--- src/rtl/fb_scanout_pkg.sv ---
// Shared display definitions: RGB444 colour type and scanout pipeline depth.
package fb_scanout_pkg;

   typedef struct packed {
      logic [3:0] r;
      logic [3:0] g;
      logic [3:0] b;
   } colr_t;

   // One cycle to register the read request, RD_LAT for the memory, one for the colour register.
   function automatic int unsigned pipe_depth(input int unsigned rd_lat);
      return rd_lat + 2;
   endfunction

endpackage

--- src/rtl/delay_line.sv ---
// Fixed-depth register delay line with a configurable reset value.
module delay_line #(
   parameter int unsigned       WIDTH   = 1,
   parameter int unsigned       DEPTH   = 1,
   parameter logic [WIDTH-1:0]  RST_VAL = '0
) (
   input  logic             clk,
   input  logic             rst,
   input  logic [WIDTH-1:0] d,
   output logic [WIDTH-1:0] q
);

   logic [WIDTH-1:0] stage [DEPTH];

   // Shift register; reset drives every stage to the idle value.
   always_ff @(posedge clk) begin
      if (rst) begin
         for (int i = 0; i < int'(DEPTH); i++) stage[i] <= RST_VAL;
      end else begin
         stage[0] <= d;
         for (int i = 1; i < int'(DEPTH); i++) stage[i] <= stage[i-1];
      end
   end

   assign q = stage[DEPTH-1];

endmodule

--- src/rtl/fb_scanout.sv ---
// Framebuffer scanout: issues upscaled framebuffer reads and aligns sync/de with the returned pixels.
module fb_scanout
   import fb_scanout_pkg::*;
#(
   parameter int unsigned      CORDW     = 16,
   parameter int unsigned      FB_WIDTH  = 320,
   parameter int unsigned      FB_HEIGHT = 180,
   parameter int unsigned      SCALE     = 6,
   parameter int unsigned      ADDRW     = 16,
   parameter int unsigned      DATAW     = 12,
   parameter int unsigned      RD_LAT    = 2,
   parameter logic [DATAW-1:0] BG_COLR   = 12'h137,
   parameter bit               H_POL     = 1'b1,
   parameter bit               V_POL     = 1'b1
) (
   input  logic                    clk_pix,
   input  logic                    rst_pix,
   input  logic                    hsync,
   input  logic                    vsync,
   input  logic                    de,
   input  logic                    frame,
   input  logic                    line,
   input  logic signed [CORDW-1:0] sx,
   input  logic signed [CORDW-1:0] sy,
   output logic                    fb_rd,
   output logic [ADDRW-1:0]        fb_addr,
   input  logic [DATAW-1:0]        fb_data,
   output logic                    disp_hsync,
   output logic                    disp_vsync,
   output logic                    disp_de,
   output logic [DATAW-1:0]        disp_colr
);

   localparam int unsigned      PIPE      = pipe_depth(RD_LAT);
   localparam int unsigned      AREA_W    = FB_WIDTH * SCALE;
   localparam int unsigned      AREA_H    = FB_HEIGHT * SCALE;
   localparam int unsigned      CNTW      = (SCALE > 1) ? $clog2(SCALE) : 1;
   localparam logic [CNTW-1:0]  CNT_LAST  = CNTW'(SCALE - 1);
   localparam logic [ADDRW-1:0] LINE_STEP = ADDRW'(FB_WIDTH);
   localparam logic [1:0]       SYNC_IDLE = {H_POL ? 1'b0 : 1'b1, V_POL ? 1'b0 : 1'b1};

   // Configuration sanity checks at elaboration.
   if (longint'(FB_WIDTH) * longint'(FB_HEIGHT) > (longint'(1) << ADDRW)) begin : g_bad_size
      $error("fb_scanout: framebuffer does not fit in ADDRW address bits");
   end
   if (SCALE < 1) begin : g_bad_scale
      $error("fb_scanout: SCALE must be at least 1");
   end
   if (RD_LAT < 1) begin : g_bad_lat
      $error("fb_scanout: RD_LAT must be at least 1");
   end

   logic             in_area_c;
   logic             rd_en_c;
   logic             line_area_c;
   logic             ycnt_wrap_c;
   logic [ADDRW-1:0] line_base_next_c;

   logic [ADDRW-1:0] line_base;
   logic [ADDRW-1:0] addr;
   logic [CNTW-1:0]  xcnt;
   logic [CNTW-1:0]  ycnt;
   logic             started;

   logic             de_dly;
   logic             area_dly;

   // Area decode and the line_base value a line pulse would load.
   always_comb begin
      in_area_c        = de && (int'(sx) < int'(AREA_W)) && (int'(sy) < int'(AREA_H));
      line_area_c      = (int'(sy) >= 1) && (int'(sy) < int'(AREA_H));
      ycnt_wrap_c      = (ycnt == CNT_LAST);
      line_base_next_c = (line_area_c && ycnt_wrap_c) ? line_base + LINE_STEP : line_base;
      // No reads until a frame pulse has established the address state.
      rd_en_c          = in_area_c && started;
   end

   // Address generator: frame restarts, line reloads, pixels step every SCALE cycles.
   always_ff @(posedge clk_pix) begin
      if (rst_pix) begin
         line_base <= '0;
         addr      <= '0;
         xcnt      <= '0;
         ycnt      <= '0;
         started   <= 1'b0;
      end else if (frame) begin
         line_base <= '0;
         addr      <= '0;
         xcnt      <= '0;
         ycnt      <= '0;
         started   <= 1'b1;
      end else if (line) begin
         if (line_area_c) ycnt <= ycnt_wrap_c ? '0 : ycnt + CNTW'(1);
         line_base <= line_base_next_c;
         addr      <= line_base_next_c;
         xcnt      <= '0;
      end else if (rd_en_c) begin
         if (xcnt == CNT_LAST) begin
            xcnt <= '0;
            addr <= addr + ADDRW'(1);
         end else begin
            xcnt <= xcnt + CNTW'(1);
         end
      end
   end

   // Read request register; the address holds while idle.
   always_ff @(posedge clk_pix) begin
      if (rst_pix) begin
         fb_rd   <= 1'b0;
         fb_addr <= '0;
      end else begin
         fb_rd <= rd_en_c;
         if (rd_en_c) fb_addr <= addr;
      end
   end

   // Sync signals delayed by the full pipeline depth.
   delay_line #(
      .WIDTH   (2),
      .DEPTH   (PIPE),
      .RST_VAL (SYNC_IDLE)
   ) u_sync_dly (
      .clk (clk_pix),
      .rst (rst_pix),
      .d   ({hsync, vsync}),
      .q   ({disp_hsync, disp_vsync})
   );

   // de and read-issued flag, aligned with fb_data one cycle before the output register.
   delay_line #(
      .WIDTH   (2),
      .DEPTH   (PIPE - 1),
      .RST_VAL (2'b00)
   ) u_area_dly (
      .clk (clk_pix),
      .rst (rst_pix),
      .d   ({de, rd_en_c}),
      .q   ({de_dly, area_dly})
   );

   // Output colour select; pixels without an issued read show the background.
   always_ff @(posedge clk_pix) begin
      if (rst_pix) begin
         disp_de   <= 1'b0;
         disp_colr <= '0;
      end else begin
         disp_de <= de_dly;
         if (area_dly)    disp_colr <= fb_data;
         else if (de_dly) disp_colr <= BG_COLR;
         else             disp_colr <= '0;
      end
   end

endmodule

--- config.mk ---
export PLATFORM = sky130hd
export DESIGN_NAME = fb_scanout
export DESIGN_NICKNAME = d
export VERILOG_FILES = /design/src/rtl/fb_scanout_pkg.sv /design/src/rtl/delay_line.sv /design/src/rtl/fb_scanout.sv
export SDC_FILE = /design/constraint.sdc
export NUM_CORES = 1
export LEC_CHECK = 0
export CORE_ASPECT_RATIO = 1.4
export CORE_MARGIN = 2
export CORE_UTILIZATION = 35
export CTS_BUF_LIST = sky130_fd_sc_hd__clkbuf_4
export DETAILED_ROUTE_END_ITERATION = 10
export GPL_ROUTABILITY_DRIVEN = 0
export PLACE_DENSITY = 0.62
export REMOVE_ABC_BUFFERS = 1
export SYNTH_ARGS = -nofsm -noshare
export SYNTH_HDL_FRONTEND = slang
export SYNTH_SLANG_ARGS = --single-unit
export TNS_END_PERCENT = 30
--- constraint.sdc ---
create_clock -name clk_pix -period 6.3 [get_ports clk_pix]
set_clock_uncertainty 0.2 [all_clocks]
set_input_delay 0.63 -clock clk_pix [delete_from_list [all_inputs] [get_ports clk_pix]]
set_output_delay 0.63 -clock clk_pix [all_outputs]
set_load 0.02 [all_outputs]
==> results_dict.tcl <==
set metrics [dict create \
    r2r-end "addr[1]" \
    area_delta_synth_final_pct 29.1 \
    synth_mux_area_share_pct 5.28 \
    hp-class "reg2reg" \
    synth-seq-area-share_pct 47.2 \
    die_area_sq_um 10000 \
    critPathMaxStageDelay_ps 550 \
    status "complete, no violations" \
    endpoint "addr[1]" \
    powerDensity_nw_per_um2 199 \
    timing.rr.start "started" \
    portBuffers 75 \
    start_kind "input port" \
    root_buffer "clkbuf_4" \
    drcViolationCount 0 \
    crit_type "in2reg" \
    cts_made_buffers 9 \
    grt_pass1_vias 2620 \
    fin_crit_sh_pct 46.7 \
    tns_ps 0 \
    syn_area_per_cell_sq_um 9.30 \
    seq_area_sq_um 1520 \
    reg2reg_slack_ps 4210 \
    drive_gt1_share_pct 5.91 \
    yosysWarnings 0 \
    hold_viol_final 0 \
    cts_resized 0 \
    initial_core_util_pct 35.9 \
    antenna_found_initial 0 \
    worstPathCellList "clkdlybuf4s50_1, or4_4, o21ai_1, nor4b_4, buf_4, and2_1, mux2i_1, nor2_1" \
    rows 41 \
    final_area_sq_um 4160 \
    vdd_ir_drop_max_v 0.0000973 \
    cp-end-kind "flip-flop" \
    cts_hold_buf 0 \
    cts_max_level 3 \
    slew_headroom_pct 60.9 \
    ys_ff_latch 76 \
    die_w_microns 85.1 \
    netlist_instances 347 \
    slew_viol_final 0 \
    crit_start "sy[9]" \
    postCtsSetupRepairBufs 0 \
    cts_sinks 76 \
    timing.final.crit_period_ps 2940 \
    synth-compound-area-share_pct 8.42 \
    cts_tree "yes" \
    worstMarginPinSlew_ps 584 \
    synth_edf_count 0 \
    die_h_microns 118 \
    clk_pin_slew_worst_paths_ps 120 \
    post_drt_via_cell_ratio 4.92 \
    cp.arrival_ps 3050 \
    multiInputGateArea_sq_um 1590 \
    antenna_cells 0 \
    synth_simple_gate_area_share_pct 26.9 \
    firstDrtPassIters 4 \
    pre_cts_ws_ps 2920 \
    synth_area_sq_um 3230 \
    ant_nets 0 \
    setup_viol 0 \
    grt.overflow.total 0 \
    synth_xor_xnor_area_share_pct 7.87 \
    worstHoldStart "u_sync_dly.stage[0][2]" \
    clk_latency_ps 420 \
    synth_fa_ha_area_share_pct 0.776 \
    rsz0062_at_grt "no" \
    nNetsFinal 471 \
    synthArstFlopShare_pct 0 \
    cp_slowest_cell "or4_4" \
    hpwl_mm 4.78 \
    core-area_sq_um 8980 \
    fillers 834 \
    ys_types 50 \
    maxCapViolations 0 \
    track_usage_pct 14.2 \
    critPathRequiredTime_ps 6410 \
    grt_max_degree 42 \
    placed_area_sq_um 4030 \
    io_pins 83 \
    grt_pass1_wl_mm 11.7 \
    vias 2606 \
    wl_mm 6.66 \
    wl_per_cell_microns 12.6 \
    p_total_mw 0.829 \
    crit_fanout 34 \
    synthFlopType "dfxtp_1" \
    fmax_mhz 340 \
    drt_iter0_drc 96 \
    clock_path_buffers 2 \
    ff2ff_path_depth 6 \
    setup_slack_ps 3360 \
    synth_top_family_by_area "simple AND/OR/NAND/NOR gates" \
    p_leak_nw 1.46 \
]
==> critical path: cells and delay by family <==
kind | cells | cell delay, ps
AO/OA/AOI/OAI | 1 | 180
buffers and inverters | 2 | 840
multiplexers | 1 | 220
AND/OR/NAND/NOR | 4 | 1170
==> per-layer routing <==
metal,share of wire [%],wire (microns),global-route usage (%),vias to the layer above
met2,52,3480,24.8,64
met3,4.6,303,4.00,9
met4,1.8,119,6.05,0
met5,0,0,0,-
met1,41,2750,15.8,1200
li1,-,-,-,1333
==> synth_stat cells (all sizes together), types with 8 or more instances <==
master  count  area share (%)
dfxtp      76              47
nor2       42             4.9
nand2      29             3.4
a21oi      17             2.8
mux2i      17             5.3
nor2b      17             3.3
xnor2      15             4.1
xor2       14             3.8
nand4      13             2.5
and2       12             2.4
clkbuf      9             1.0
buf         8             1.9
nand3       8             1.2
nor3        8             1.4
==> power breakdown <==
group / internal [mW] / total (mW) / switching [mW]
Combinational: 0.0327 / 0.0547 / 0.0220
Sequential: 0.485 / 0.486 / 0.00155
Clock: 0.119 / 0.288 / 0.169
==> cell families (layout without fill, tap and decap cells) <==
family / after synthesis / count (layout)
flip-flops: 76 / 76
buffers and inverters: 22 / 98
adder cells (fa/ha/maj): 2 / 2
AND/OR/NAND/NOR: 160 / 160
XOR/XNOR: 29 / 29
multiplexers: 17 / 17
AO/OA/AOI/OAI: 41 / 41
==> registers in the layout, indices dropped and copies added, names as in the netlist <==
name / count
u_area_dly.stage: 6
disp_de: 1
fb_addr: 16
line_base: 10
disp_colr: 12
u_sync_dly.stage: 8
ycnt: 3
xcnt: 3
started: 1
addr: 16
==> metrics by stage <==
step                      cells  utilization, %  hold slack, ps
final                       530            46.4             235
after global routing        530            46.4             236
after CTS                   530            46.4             234
after detailed placement    514            44.9             220
after global placement      514            44.9             217
after floorplan             330               -             214
==> area by class of cell <==
cell class,instances,area share [%]
repair buffers,77,18.4
clock buffers,9,1.62
multi-input cells,249,38.2
flip-flops and latches,76,36.5
clock inverters,7,1.62
inverters,5,0.451
well taps,107,3.22
==> layout by cell type, fill, tap and decap left out, types with 4 or more instances in the layout <==
cell / synthesis / layout
nand4_1: 13 / 13
and4_1: 6 / 6
xor2_1: 14 / 14
mux2i_1: 17 / 17
clkbuf_4: 0 / 9
a21oi_1: 16 / 16
and2_1: 11 / 11
nor3_1: 7 / 7
o22ai_1: 4 / 4
nand2_1: 29 / 29
nor2b_1: 17 / 17
xnor2_1: 15 / 15
nor2_1: 42 / 42
and3_1: 7 / 7
inv_1: 5 / 5
dfxtp_1: 76 / 76
nand3_1: 8 / 8
clkdlybuf4s50_1: 0 / 75
==> worst min path at each step <==
stage	cells past startpoint	end
6_report	1	u_sync_dly.stage[0][4]
5_1_grt	1	u_sync_dly.stage[0][5]
4_1_cts	1	u_sync_dly.stage[0][4]
3_5_place_dp	1	u_area_dly.stage[0][4]
3_3_place_gp	1	u_area_dly.stage[0][4]
2_1_floorplan	1	u_area_dly.stage[0][3]
No activity file was read; power rests on OpenSTA's default activity.
